<file path="config.mk">
export PLATFORM = sky130hd
export DESIGN_NAME = id_ex_stage
export DESIGN_NICKNAME = d
export VERILOG_FILES = /design/src/rtl/id_ex_stage.sv
export SDC_FILE = /design/constraint.sdc
export NUM_CORES = 1
export LEC_CHECK = 0
export ABC_AREA = 0
export CAP_MARGIN = 15
export CORE_ASPECT_RATIO = 0.7
export CORE_MARGIN = 8
export CORE_UTILIZATION = 36
export DETAILED_ROUTE_END_ITERATION = 6
export PLACE_DENSITY = 0.81
export SYNTH_ARGS = -nofsm -noshare
export SYNTH_HDL_FRONTEND = slang
export SYNTH_SLANG_ARGS = --single-unit
</file>
<file path="constraint.sdc">
create_clock -name clk -period 1.9 [get_ports clk]
set_input_delay 0.19 -clock clk [delete_from_list [all_inputs] [get_ports clk]]
set_output_delay 0.19 -clock clk [all_outputs]
set_load 0.005 [all_outputs]
</file>
<file path="src/rtl/id_ex_stage.sv">
// ID/EX pipeline register that feeds the ALU its operands and control.
// Define IDEX_FORWARD_EN to add forwarding, WB hold-snooping and load-use stall.
module id_ex_stage #(
  parameter int DATA_W = 32,
  parameter int REG_AW = 5,
  parameter int CTRL_W = 5
) (
  input  logic              clk,
  input  logic              rst_n,
  input  logic              in_valid,
  output logic              in_ready,
  input  logic [DATA_W-1:0] id_rs_data,
  input  logic [DATA_W-1:0] id_rt_data,
  input  logic [DATA_W-1:0] id_imm,
  input  logic              id_use_imm,
  input  logic [REG_AW-1:0] id_rs_addr,
  input  logic [REG_AW-1:0] id_rt_addr,
  input  logic [REG_AW-1:0] id_rd_addr,
  input  logic [CTRL_W-1:0] id_alu_ctrl,
  input  logic              id_reg_write,
  input  logic              id_mem_read,
  input  logic              flush,
  input  logic              exm_reg_write,
  input  logic [REG_AW-1:0] exm_rd_addr,
  input  logic [DATA_W-1:0] exm_result,
  input  logic              wb_reg_write,
  input  logic [REG_AW-1:0] wb_rd_addr,
  input  logic [DATA_W-1:0] wb_data,
  input  logic              ex_ready,
  output logic              ex_valid,
  output logic [DATA_W-1:0] num1,
  output logic [DATA_W-1:0] num2,
  output logic [CTRL_W-1:0] alu_ctrl,
  output logic [REG_AW-1:0] ex_rd_addr,
  output logic              ex_reg_write,
  output logic              ex_mem_read,
  output logic [DATA_W-1:0] ex_rt_data
);

  logic              r_ex_valid;
  logic [DATA_W-1:0] r_num1;
  logic [DATA_W-1:0] r_num2;
  logic [CTRL_W-1:0] r_alu_ctrl;
  logic [REG_AW-1:0] r_rd_addr;
  logic              r_reg_write;
  logic              r_mem_read;
  logic [DATA_W-1:0] r_rt_data;

  logic              w_adv;
  logic              w_luh;
  logic [DATA_W-1:0] w_rs_val;
  logic [DATA_W-1:0] w_rt_val;
  logic [DATA_W-1:0] w_num2;

  assign w_adv = !r_ex_valid | ex_ready;

`ifdef IDEX_FORWARD_EN
  logic [REG_AW-1:0] r_rs_addr;
  logic [REG_AW-1:0] r_rt_addr;
  logic              r_use_imm;

  logic w_rs_zero;
  logic w_rs_exm;
  logic w_rs_wb;
  logic w_rt_zero;
  logic w_rt_exm;
  logic w_rt_wb;
  logic w_snp_rs;
  logic w_snp_rt;

  assign w_luh = r_ex_valid & r_mem_read
               & (r_rd_addr != '0)
               & ((id_rs_addr == r_rd_addr)
               | (!id_use_imm & (id_rt_addr == r_rd_addr)));

  assign w_rs_zero = (id_rs_addr == '0);
  assign w_rs_exm  = !w_rs_zero & exm_reg_write
                   & (exm_rd_addr == id_rs_addr);
  assign w_rs_wb   = !w_rs_zero & !w_rs_exm & wb_reg_write
                   & (wb_rd_addr == id_rs_addr);

  assign w_rt_zero = (id_rt_addr == '0);
  assign w_rt_exm  = !w_rt_zero & exm_reg_write
                   & (exm_rd_addr == id_rt_addr);
  assign w_rt_wb   = !w_rt_zero & !w_rt_exm & wb_reg_write
                   & (wb_rd_addr == id_rt_addr);

  always_comb begin
    w_rs_val = id_rs_data;
    unique case (1'b1)
      w_rs_zero: w_rs_val = '0;
      w_rs_exm:  w_rs_val = exm_result;
      w_rs_wb:   w_rs_val = wb_data;
      default:   w_rs_val = id_rs_data;
    endcase
  end

  always_comb begin
    w_rt_val = id_rt_data;
    unique case (1'b1)
      w_rt_zero: w_rt_val = '0;
      w_rt_exm:  w_rt_val = exm_result;
      w_rt_wb:   w_rt_val = wb_data;
      default:   w_rt_val = id_rt_data;
    endcase
  end

  // WB may retire a producer while this stage is stalled downstream
  assign w_snp_rs = wb_reg_write & (wb_rd_addr != '0)
                  & (wb_rd_addr == r_rs_addr);
  assign w_snp_rt = wb_reg_write & (wb_rd_addr != '0)
                  & (wb_rd_addr == r_rt_addr);

  always_ff @(posedge clk or negedge rst_n) begin
    if (!rst_n) begin
      r_rs_addr <= '0;
      r_rt_addr <= '0;
      r_use_imm <= 1'b0;
    end else if (!flush && w_adv && !w_luh && in_valid) begin
      r_rs_addr <= id_rs_addr;
      r_rt_addr <= id_rt_addr;
      r_use_imm <= id_use_imm;
    end
  end
`else
  logic w_unused;

  assign w_luh    = 1'b0;
  assign w_rs_val = id_rs_data;
  assign w_rt_val = id_rt_data;
  assign w_unused = ^{id_rs_addr, id_rt_addr,
                      exm_reg_write, exm_rd_addr, exm_result,
                      wb_reg_write, wb_rd_addr, wb_data};
`endif

  assign w_num2   = id_use_imm ? id_imm : w_rt_val;
  assign in_ready = w_adv & !w_luh & !flush;

  always_ff @(posedge clk or negedge rst_n) begin
    if (!rst_n) begin
      r_ex_valid  <= 1'b0;
      r_num1      <= '0;
      r_num2      <= '0;
      r_alu_ctrl  <= '0;
      r_rd_addr   <= '0;
      r_reg_write <= 1'b0;
      r_mem_read  <= 1'b0;
      r_rt_data   <= '0;
    end else if (flush) begin
      r_ex_valid  <= 1'b0;
    end else if (w_adv && w_luh) begin
      r_ex_valid  <= 1'b0;
      r_reg_write <= 1'b0;
      r_mem_read  <= 1'b0;
    end else if (w_adv && in_valid) begin
      r_ex_valid  <= 1'b1;
      r_num1      <= w_rs_val;
      r_num2      <= w_num2;
      r_alu_ctrl  <= id_alu_ctrl;
      r_rd_addr   <= id_rd_addr;
      r_reg_write <= id_reg_write;
      r_mem_read  <= id_mem_read;
      r_rt_data   <= w_rt_val;
    end else if (w_adv) begin
      r_ex_valid  <= 1'b0;
    end else begin
`ifdef IDEX_FORWARD_EN
      if (w_snp_rs) r_num1 <= wb_data;
      if (w_snp_rt) r_rt_data <= wb_data;
      if (w_snp_rt && !r_use_imm) r_num2 <= wb_data;
`endif
    end
  end

  assign ex_valid     = r_ex_valid;
  assign num1         = r_num1;
  assign num2         = r_num2;
  assign alu_ctrl     = r_alu_ctrl;
  assign ex_rd_addr   = r_rd_addr;
  assign ex_reg_write = r_reg_write;
  assign ex_mem_read  = r_mem_read;
  assign ex_rt_data   = r_rt_data;

endmodule

</file>
==> results of run 1 <==
-- flip-flops by register name (all words and copies together) (netlist names) --
signal and flops:
ex_rt_data 32, num1 32, num2 32, alu_ctrl 5, ex_rd_addr 5, ex_mem_read 1
ex_reg_write 1, ex_valid 1
-- final cells by class --
cell class / count / area share
clock inverter: 5 / 0.00514
multi-input combinational: 145 / 0.232
clock buffer: 11 / 0.0319
timing repair buffer: 235 / 0.329
tap: 162 / 0.0278
sequential: 109 / 0.374
-- worst min-delay path by stage --
stage | from | endpoint | slack [ns] | cells after the start
final | rst_n | ex_rt_data[22] | 0.32 | 2
after global routing | rst_n | num2[28] | 0.34 | 2
after CTS | rst_n | ex_rt_data[22] | 0.31 | 2
after detailed placement | rst_n | ex_rt_data[28] | 0.15 | 1
after global placement | rst_n | ex_rt_data[28] | 0.14 | 1
after floorplan | rst_n | alu_ctrl[0] | -0.11 | 0
-- cell usage in the layout (no fill, tap or decap), drive strengths merged --
master / instances
nor3b: 1
clkdlybuf4s50: 221
nor2b: 1
clkinvlp: 2
clkbuf: 11
mux2: 140
dlygate4sd3: 1
buf: 13
clkinv: 3
dfrtp: 109
nor2: 3
-- routing by layer --
layer,up-vias,GRT usage
met3,12,0.0832
li1,1422,-
met1,1537,0.162
met5,-,0
met2,136,0.255
met4,0,0.0500
-- power groups by stage --
stage,Clock [W],Combinational [W],Sequential (W)
detailed placement,0,0.00192,0.00299
global route,0.00189,0.00202,0.00301
global placement,0,0.00188,0.00296
finish,0.00172,0.00189,0.00294
floorplan,0,0.000578,0.00301
CTS,0.00180,0.00193,0.00295
-- Yosys cell counts, drive strengths merged --
master  count  area share
nor2b       1      0.0030
buf        15       0.035
clkbuf      1     0.00082
dfrtp     109        0.60
mux2      140        0.36
nor3b       1      0.0027
nor2        3      0.0025
-- cells by family (layout without fill, tap and decap cells) --
family / Yosys count / after routing
AND/OR/NAND/NOR: 5 / 5
buffers and inverters: 16 / 251
flip-flops: 109 / 109
multiplexers: 140 / 140
-- timing repair --
action | CTS | global route
hold endpoints to repair | 26 | 0
hold buffers | 1 | 0
buffers inserted | 0 | 0
-- worst reg2reg max path, delay by kind of cell (launching register included) --
family / cells / cell delay (ns)
buf+inv: 2 / 0.40
mux: 1 / 0.36
simple gates: 2 / 0.34
flops: 1 / 0.38
-- stage by stage --
step | total power, W | instances | hold slack, ns
global placement | 0.00484 | 650 | 0.135
finish | 0.00655 | 667 | 0.320
detailed placement | 0.00491 | 650 | 0.147
floorplan | 0.00359 | 270 | -0.106
CTS | 0.00668 | 667 | 0.312
global route | 0.00691 | 667 | 0.339
==> flow_metrics.env, run 1 <==
export IMPL_rows=34
export IMPL_path_depth=3
export IMPL_drv_cap=0
export IMPL_finalSetupViolations=0
export IMPL_synth_seq_cells=109
export IMPL_reg2reg_slack_ns=0.30
export IMPL_switchingPower_w=0.00159
export IMPL_cts_tree="built"
export IMPL_cellPowerDensity_mw_per_mm2=897
export IMPL_layout_drive_gt1_share=0.325
export IMPL_synth_xor_area_frac=0
export IMPL_slew_headroom=0.727
export IMPL_dpl_cell_area_mm2=0.00702
export IMPL_syn_area_per_cell_um2=17.0
export IMPL_hold_path_class="in -> async"
export IMPL_grt_pass1_vias=3616
export IMPL_routedWlPerCell_um=19.0
export IMPL_coreArea_mm2=0.0124
export IMPL_path_class="reg -> out"
export IMPL_port_buffers=223
export IMPL_m1WireLength_um=4710
export IMPL_p_clk_frac=0.262
export IMPL_cp_arrival_ns=1.44
export IMPL_synth_top_family_by_area="multiplexers"
export IMPL_initial_core_util=0.369
export IMPL_worstPathCellList="nor2b_4 -> nor2_1 -> clkdlybuf4s50_1"
export IMPL_critPathMaxStageDelay_ns=0.51
export IMPL_top_layer_used="met4"
export IMPL_netlist_area_mm2=0.00458
export IMPL_die_area_mm2=0.0166
export IMPL_synth_adder_area_share=0
export IMPL_final_cell_area_mm2=0.00730
export IMPL_clock_sinks=109
export IMPL_dr_wl_met3_um=1630
export IMPL_critical_path_slowest_cell="clkdlybuf4s50_1"
export IMPL_status="finished clean"
export IMPL_tightestPinTransition_ns=0.410
export IMPL_htreeDepth=3
export IMPL_grt_pass1_wl_um=19500
export IMPL_fmax_ghz=0.612
export IMPL_drt_iter0_drc=79
export IMPL_dr_pass1_iters=4
export IMPL_synthToLayoutAreaGrowth_pct=59.4
export IMPL_drtAntennaViolNets=0
export IMPL_synth_simple_gate_area_frac=0.00819
export IMPL_crit_family="buffers and inverters"
export IMPL_p_sw_frac=0.242
export IMPL_required_ns=1.71
export IMPL_crit_fanout=3
export IMPL_p_comb_frac=0.288
export IMPL_gr_total_overflow=0
export IMPL_period_minus_slack_ns=1.63
export IMPL_regArea_mm2=0.00273
export IMPL_critPathLaunch="ex_valid"
export IMPL_end_kind="output pin"
export IMPL_clock_path_buffers=2
export IMPL_num_vias=3107
export IMPL_internal_power_w=0.00496
export IMPL_die_w_um=151
export IMPL_cts_clk_slew_worst_paths_ns=0.07
export IMPL_postCtsResizedCells=0
export IMPL_vdd_drop_max_mv=0.510
export IMPL_ys_warn_count=0
export IMPL_multi_input_area_mm2=0.00170
export IMPL_antenna_cells=0
export IMPL_syn_nets=470
export IMPL_insertion_delay_ns=0.34
export IMPL_place_gp_congestion=0.737
export IMPL_ys_types=12
export IMPL_fp_dieH_um=110
export IMPL_root_buffer="clkbuf_16"
export IMPL_timing_rr_end="num2[10]"
export IMPL_slew_violations=0
export IMPL_seq_power_share=0.449
export IMPL_grt_max_degree=49
export IMPL_routed_wl_um=12700
export IMPL_p_leak_nw=2.99
export IMPL_fin_nets=700
export IMPL_cp_endpoint="in_ready"
export IMPL_vias_per_cell=4.66
export IMPL_rsz0062_at_grt="false"
export IMPL_period_share=0.860
export IMPL_timing_rr_start="ex_valid"
export IMPL_drc=0
export IMPL_grt_util_all_layers=0.152
export IMPL_dp_final_hpwl_um=9940
export IMPL_final_setup_tns_ns=0
export IMPL_critPathLaunchType="flip-flop"
export IMPL_synth_compound_gate_area_share=0
export IMPL_layout_setup_ws_ns=0.267
export IMPL_ys_seq_area_frac=0.595
export IMPL_hold_viol=0
export IMPL_place_ws_ns=0.0402
export IMPL_numCtsBuffers=9
export IMPL_yosys_mux_area_fraction=0.361
export IMPL_wl_met2_um=6150
export IMPL_nFillCells=994
export IMPL_ff2ff_path_depth=5
export IMPL_final_util=0.588
export IMPL_antenna_found_initial=0
export IMPL_cp_num_buf_inv=1
export IMPL_fin_skew_ns=0.00492
export IMPL_syn_inst=270
export IMPL_io_pins=310
(Power assumes the default switching activity.)
==> run 2: changes to the inputs <==
Settings changed: GPL_ROUTABILITY_DRIVEN from default to 0.
==> results of run 2 <==
No change in the layout: final DEF, timing and power equal those of run 1.
==> run 3: changes to the inputs <==
Settings changed: CELL_PAD_IN_SITES_DETAIL_PLACEMENT from default to 1, CELL_PAD_IN_SITES_GLOBAL_PLACEMENT from default to 2, CORE_UTILIZATION 36 to 22, PLACE_DENSITY 0.81 to default, PLACE_DENSITY_LB_ADDON from default to 0.1.
==> flow_metrics.env, run 3 (synthesis results as in run 1) <==
export IMPL_slew_violations=0
export IMPL_status="finished clean"
export IMPL_dr_wl_met3_um=1500
export IMPL_grt_max_degree=110
export IMPL_drc=0
export IMPL_period_share=0.869
export IMPL_slew_headroom=0.582
export IMPL_finalSetupViolations=0
export IMPL_initial_core_util=0.222
export IMPL_cts_tree="built"
export IMPL_layout_setup_ws_ns=0.248
export IMPL_final_cell_mix="221 x clkdlybuf4s50_1, 115 x mux2_2, 109 x dfrtp_1"
export IMPL_critPathLaunchType="flip-flop"
export IMPL_wl_met2_um=6800
export IMPL_tightestPinTransition_ns=0.627
export IMPL_p_total_w=0.00668
export IMPL_reg2reg_slack_ns=0.28
export IMPL_layout_drive_gt1_share=0.325
export IMPL_path_class="reg -> out"
export IMPL_period_minus_slack_ns=1.65
export IMPL_hold_path_class="in -> reg"
export IMPL_cellPowerDensity_mw_per_mm2=898
export IMPL_insertion_delay_ns=0.35
export IMPL_io_pins=310
export IMPL_required_ns=1.71
export IMPL_routed_wl_um=14400
export IMPL_drv_cap=0
export IMPL_cts_clk_slew_worst_paths_ns=0.07
export IMPL_final_setup_tns_ns=0
export IMPL_clock_path_buffers=2
export IMPL_fmax_ghz=0.605
export IMPL_rsz0062_at_grt="false"
export IMPL_multi_input_area_mm2=0.00170
export IMPL_final_cell_area_mm2=0.00744
export IMPL_crit_fanout=3
export IMPL_dpl_cell_area_mm2=0.00714
export IMPL_antenna_found_initial=0
export IMPL_rows=44
export IMPL_cp_arrival_ns=1.46
export IMPL_worstPathCellList="nor2b_4 -> nor2_1 -> clkdlybuf4s50_1"
export IMPL_regArea_mm2=0.00273
export IMPL_end_kind="output pin"
export IMPL_dp_final_hpwl_um=10700
export IMPL_die_area_mm2=0.0258
export IMPL_routedWlPerCell_um=18.5
export IMPL_top_layer_used="met4"
export IMPL_critPathMaxStageDelay_ns=0.51
export IMPL_critical_path_slowest_cell="clkdlybuf4s50_1"
export IMPL_port_buffers=223
export IMPL_vias_per_cell=3.94
export IMPL_root_buffer="clkbuf_16"
export IMPL_vdd_drop_max_mv=0.357
export IMPL_nFillCells=2179
export IMPL_fp_dieH_um=137
export IMPL_hold_viol=0
export IMPL_m1WireLength_um=5920
export IMPL_numCtsBuffers=9
export IMPL_num_vias=3077
export IMPL_p_leak_nw=2.99
export IMPL_final_common_cell="clkdlybuf4s50_1"
export IMPL_coreArea_mm2=0.0206
export IMPL_clock_sinks=109
export IMPL_antenna_cells=0
export IMPL_gr_total_overflow=0
export IMPL_grt_util_all_layers=0.112
export IMPL_synthToLayoutAreaGrowth_pct=62.5
export IMPL_place_ws_ns=-0.0184
export IMPL_drt_iter0_drc=73
export IMPL_ff2ff_path_depth=5
export IMPL_grt_pass1_wl_um=22100
export IMPL_hold_depth=3
export IMPL_htreeDepth=3
export IMPL_fin_skew_ns=0.00565
export IMPL_drtAntennaViolNets=0
export IMPL_fin_nets=699
export IMPL_die_w_um=188
export IMPL_grt_pass1_vias=3606
export IMPL_dr_pass1_iters=4
[run 3: changes by cell type in the layout (fill, tap and decap cells not counted), sizes merged]
cell	before	now
clkbuf	11	12
buf	13	12
clkinv	3	2
[run 3: per-layer routing]
layer | vias to the layer above | global-route usage
met3 | 14 | 0.0606
met5 | - | 0
met1 | 1528 | 0.130
li1 | 1410 | -
met4 | 0 | 0.0338
met2 | 125 | 0.178
[run 3: timing repair]
item,CTS,global route
hold endpoints to repair,109,0
resized for setup,0,0
setup buffers,0,0
hold buffers,1,0
[run 3: through the flow]
step | util | hold WS (ns) | cells
floorplan | - | -0.106 | 270
global placement | 0.347 | 0.336 | 763
detailed placement | 0.347 | 0.344 | 763
CTS | 0.361 | 0.423 | 780
global route | 0.361 | 0.431 | 780
finish | 0.361 | 0.433 | 780
[run 3: worst paths after layout]
kind                            start              to
setup / recovery             ex_valid        in_ready
hold / removal             id_use_imm        num2[15]
setup reg to reg             ex_valid        num2[18]
hold reg to reg              num1[22]        num1[22]
max in group asynchronous       rst_n  ex_rt_data[16]
min in group asynchronous       rst_n         num1[8]
[run 3: worst max-delay path: cells and delay by family, from the launching register on]
family        cells  cell delay [ns]
flops             1             0.38
buf+inv           1             0.51
simple gates      2             0.23
[run 3: area by class of cell]
type | count | area share
Multi-Input combinational cell | 145 | 0.228
Clock buffer | 12 | 0.0345
Sequential cell | 109 | 0.367
Clock inverter | 4 | 0.00437
Tap cell | 276 | 0.0464
Timing Repair Buffer | 234 | 0.320
[run 3: report_power, final]
group / total [W] / switching, W / leakage [nW] / internal [W]
registers: 0.00294 / 0.000209 / 1.28 / 0.00273
logic: 0.00189 / 0.000558 / 1.57 / 0.00133
clock network: 0.00185 / 0.000882 / 0.135 / 0.000968
total: 0.00668 / 0.00165 / 2.99 / 0.00503
==> patch: new RTL, settings of run 1 <==
Add a define of `IDEX_FORWARD_EN`.
--- a/src/rtl/id_ex_stage.sv
+++ b/src/rtl/id_ex_stage.sv
@@ -1,5 +1,7 @@
 // ID/EX pipeline register that feeds the ALU its operands and control.
 // Define IDEX_FORWARD_EN to add forwarding, WB hold-snooping and load-use stall.
+`define IDEX_FORWARD_EN
+
 module id_ex_stage #(
   parameter int DATA_W = 32,
   parameter int REG_AW = 5,
Formal check against the unedited RTL: not equivalent (Yosys sat finds a counterexample within 4 cycles, from zero or initial values and one cycle with rst_n low).
==> patch against run 1 <==
The flow now finishes with violations (negative setup slack); non-clock buffer count rose by 194; synthesized area increased by 68%; combinational power increased by 97%; sequential power grew 17%; final area increased by 91%; sequential cell count grew 11; wire length grew to 3.3 times the old value; total power up 64%; setup slack got worse by 600 ps; critical endpoint is now ex_rt_data[31]; largest cell class is now multi-input combinational cells; largest power group is now combinational logic.
==> patch: results (changes against run 1) <==
.. list-table::
   :header-rows: 1

   * - Metric
     - Value
   * - Synth Area per Inst
     - 9.26 um2 (-45%)
   * - Largest net degree at the start of global routing
     - 47 (-4.1%)
   * - Outcome
     - finished, violations left
   * - Static Leak
     - 5.39 nW (+81%)
   * - Final net count
     - 1395 (+99%)
   * - Sequential group share of total power
     - 0.319 (-0.130)
   * - First-iteration detailed-routing DRC count
     - 952 (+1100%)
   * - Wire length the detailed router placed on met1
     - 17100 um (+260%)
   * - Setup clock skew after layout
     - 10.4 ps (+5.48 ps)
   * - Syn nets
     - 1031 (+120%)
   * - Maximum net fanout on the critical path
     - 9 (+6)
   * - Setup violators final
     - 118 (+118)
   * - Crit path setup slack, layout
     - -329 ps (-596 ps)
   * - Max H-tree Level
     - 4 (+1)
   * - Max stage delay on crit path
     - 400 ps (-110 ps)
   * - Placer Congestion
     - 0.952 (+29%)
   * - Post-route setup TNS
     - -30590 ps (-30590 ps)
   * - Most frequent cells after synthesis
     - dfrtp_1, nor2_1, nand3_1, o221ai_1, clkbuf_1
   * - Total global routing track utilization
     - 0.287 (+0.135)
   * - Wire length of the first global-routing pass
     - 58500 um (+200%)
   * - Detailed-routed wire length on met2
     - 18200 um (+200%)
   * - Total via count after detailed routing
     - 9262 (+200%)
   * - Post-placement cell area
     - 11600 um2 (+66%)
   * - Minimum setup slack after placement
     - -681 ps (-721 ps)
   * - Net switching component of the power
     - 0.00328 W (+110%)
   * - Fraction of the yosys area taken by sequential cells
     - 0.390 (-0.205)
   * - Wire length per cell after detailed routing
     - 28.1 um (+47%)
   * - Met1 track demand over resource in global routing
     - 0.374 (+0.212)
   * - Peak supply drop
     - 0.490 mV (-3.9%)
   * - Cell types occupying the most area after synthesis
     - dfrtp_1, o221ai_1, a31oi_2, nand3_1, xnor2_1
   * - TritonCTS Buffers
     - 17 (+8)
   * - Signed area change from the synthesized netlist to the final layout
     - 81.1%
   * - Failing checks
     - negative setup slack
   * - Signal arrival time at the worst endpoint
     - 2530 ps (+1090 ps)
   * - Fraction of met2 tracks used by global routing
     - 0.435 (+0.180)
   * - Cell family with most CP delay
     - compound AO/OA/AOI/OAI gates
   * - Wire length reported by the detailed router
     - 41700 um (+230%)
   * - DR WL met3
     - 4980 um (+200%)
   * - Yosys cell types
     - 49 (+37)
   * - Critical-path top delay cell
     - or3_4
   * - Fill count
     - 1552 (+56%)
-- patch: cell count changes in the layout (fill, tap and decap cells not counted), moves of 32 or more --
cell and delta:
nor2_4 +33, clkdlybuf4s50_1 +81, inv_1 +32, nand3_1 +33, o211ai_1 +32, o221ai_1 +32, mux2_2 -114, o21ai_0 +35
and2_1 +32, o21a_1 +33, nand2_1 +39, buf_4 +52
-- patch: final timing paths --
| path | slack (ps) | end |
|---|---|---|
| min in group clk | 360 | r_rt_addr[2] |
| max in group asynchronous | 920 | ex_rd_addr[4] |
| min reg2reg | 500 | ex_rt_data[31] |
| min | 280 | num2[9] |
| max | -330 | ex_rt_data[31] |
| max reg2reg | -330 | ex_rt_data[31] |
-- patch: layout make-up --
| cell class | instances | area share |
|---|---|---|
| inverter | 32 | 0.00862 |
| clock inverter | 11 | 0.0122 |
| clock buffer | 20 | 0.0335 |
| sequential | 120 | 0.216 |
| multi-input combinational | 595 | 0.364 |
| tap | 276 | 0.0248 |
| antenna | 2 | 0.000359 |
| timing repair buffer | 429 | 0.341 |
-- patch: logic make-up (layout without fill, tap and decap cells) --
| kind of cell | after synthesis | in the layout | synth area share |
|---|---|---|---|
| buffers and inverters | 116 | 492 | 0.0751 |
| flip-flops | 120 | 120 | 0.390 |
| other | 0 | 2 | 0 |
| XOR/XNOR | 40 | 40 | 0.0455 |
| AO/OA/AOI/OAI | 272 | 272 | 0.289 |
| AND/OR/NAND/NOR | 262 | 262 | 0.170 |
| multiplexers | 21 | 21 | 0.0307 |
-- patch: what timing repair did --
item,CTS,global route
setup buffers,14,0
hold buffers,1,0
pin swaps,16,17
endpoints found under the hold margin,30,0
gates cloned,12,11
gates resized for setup,146,100
setup endpoints to repair,118,120
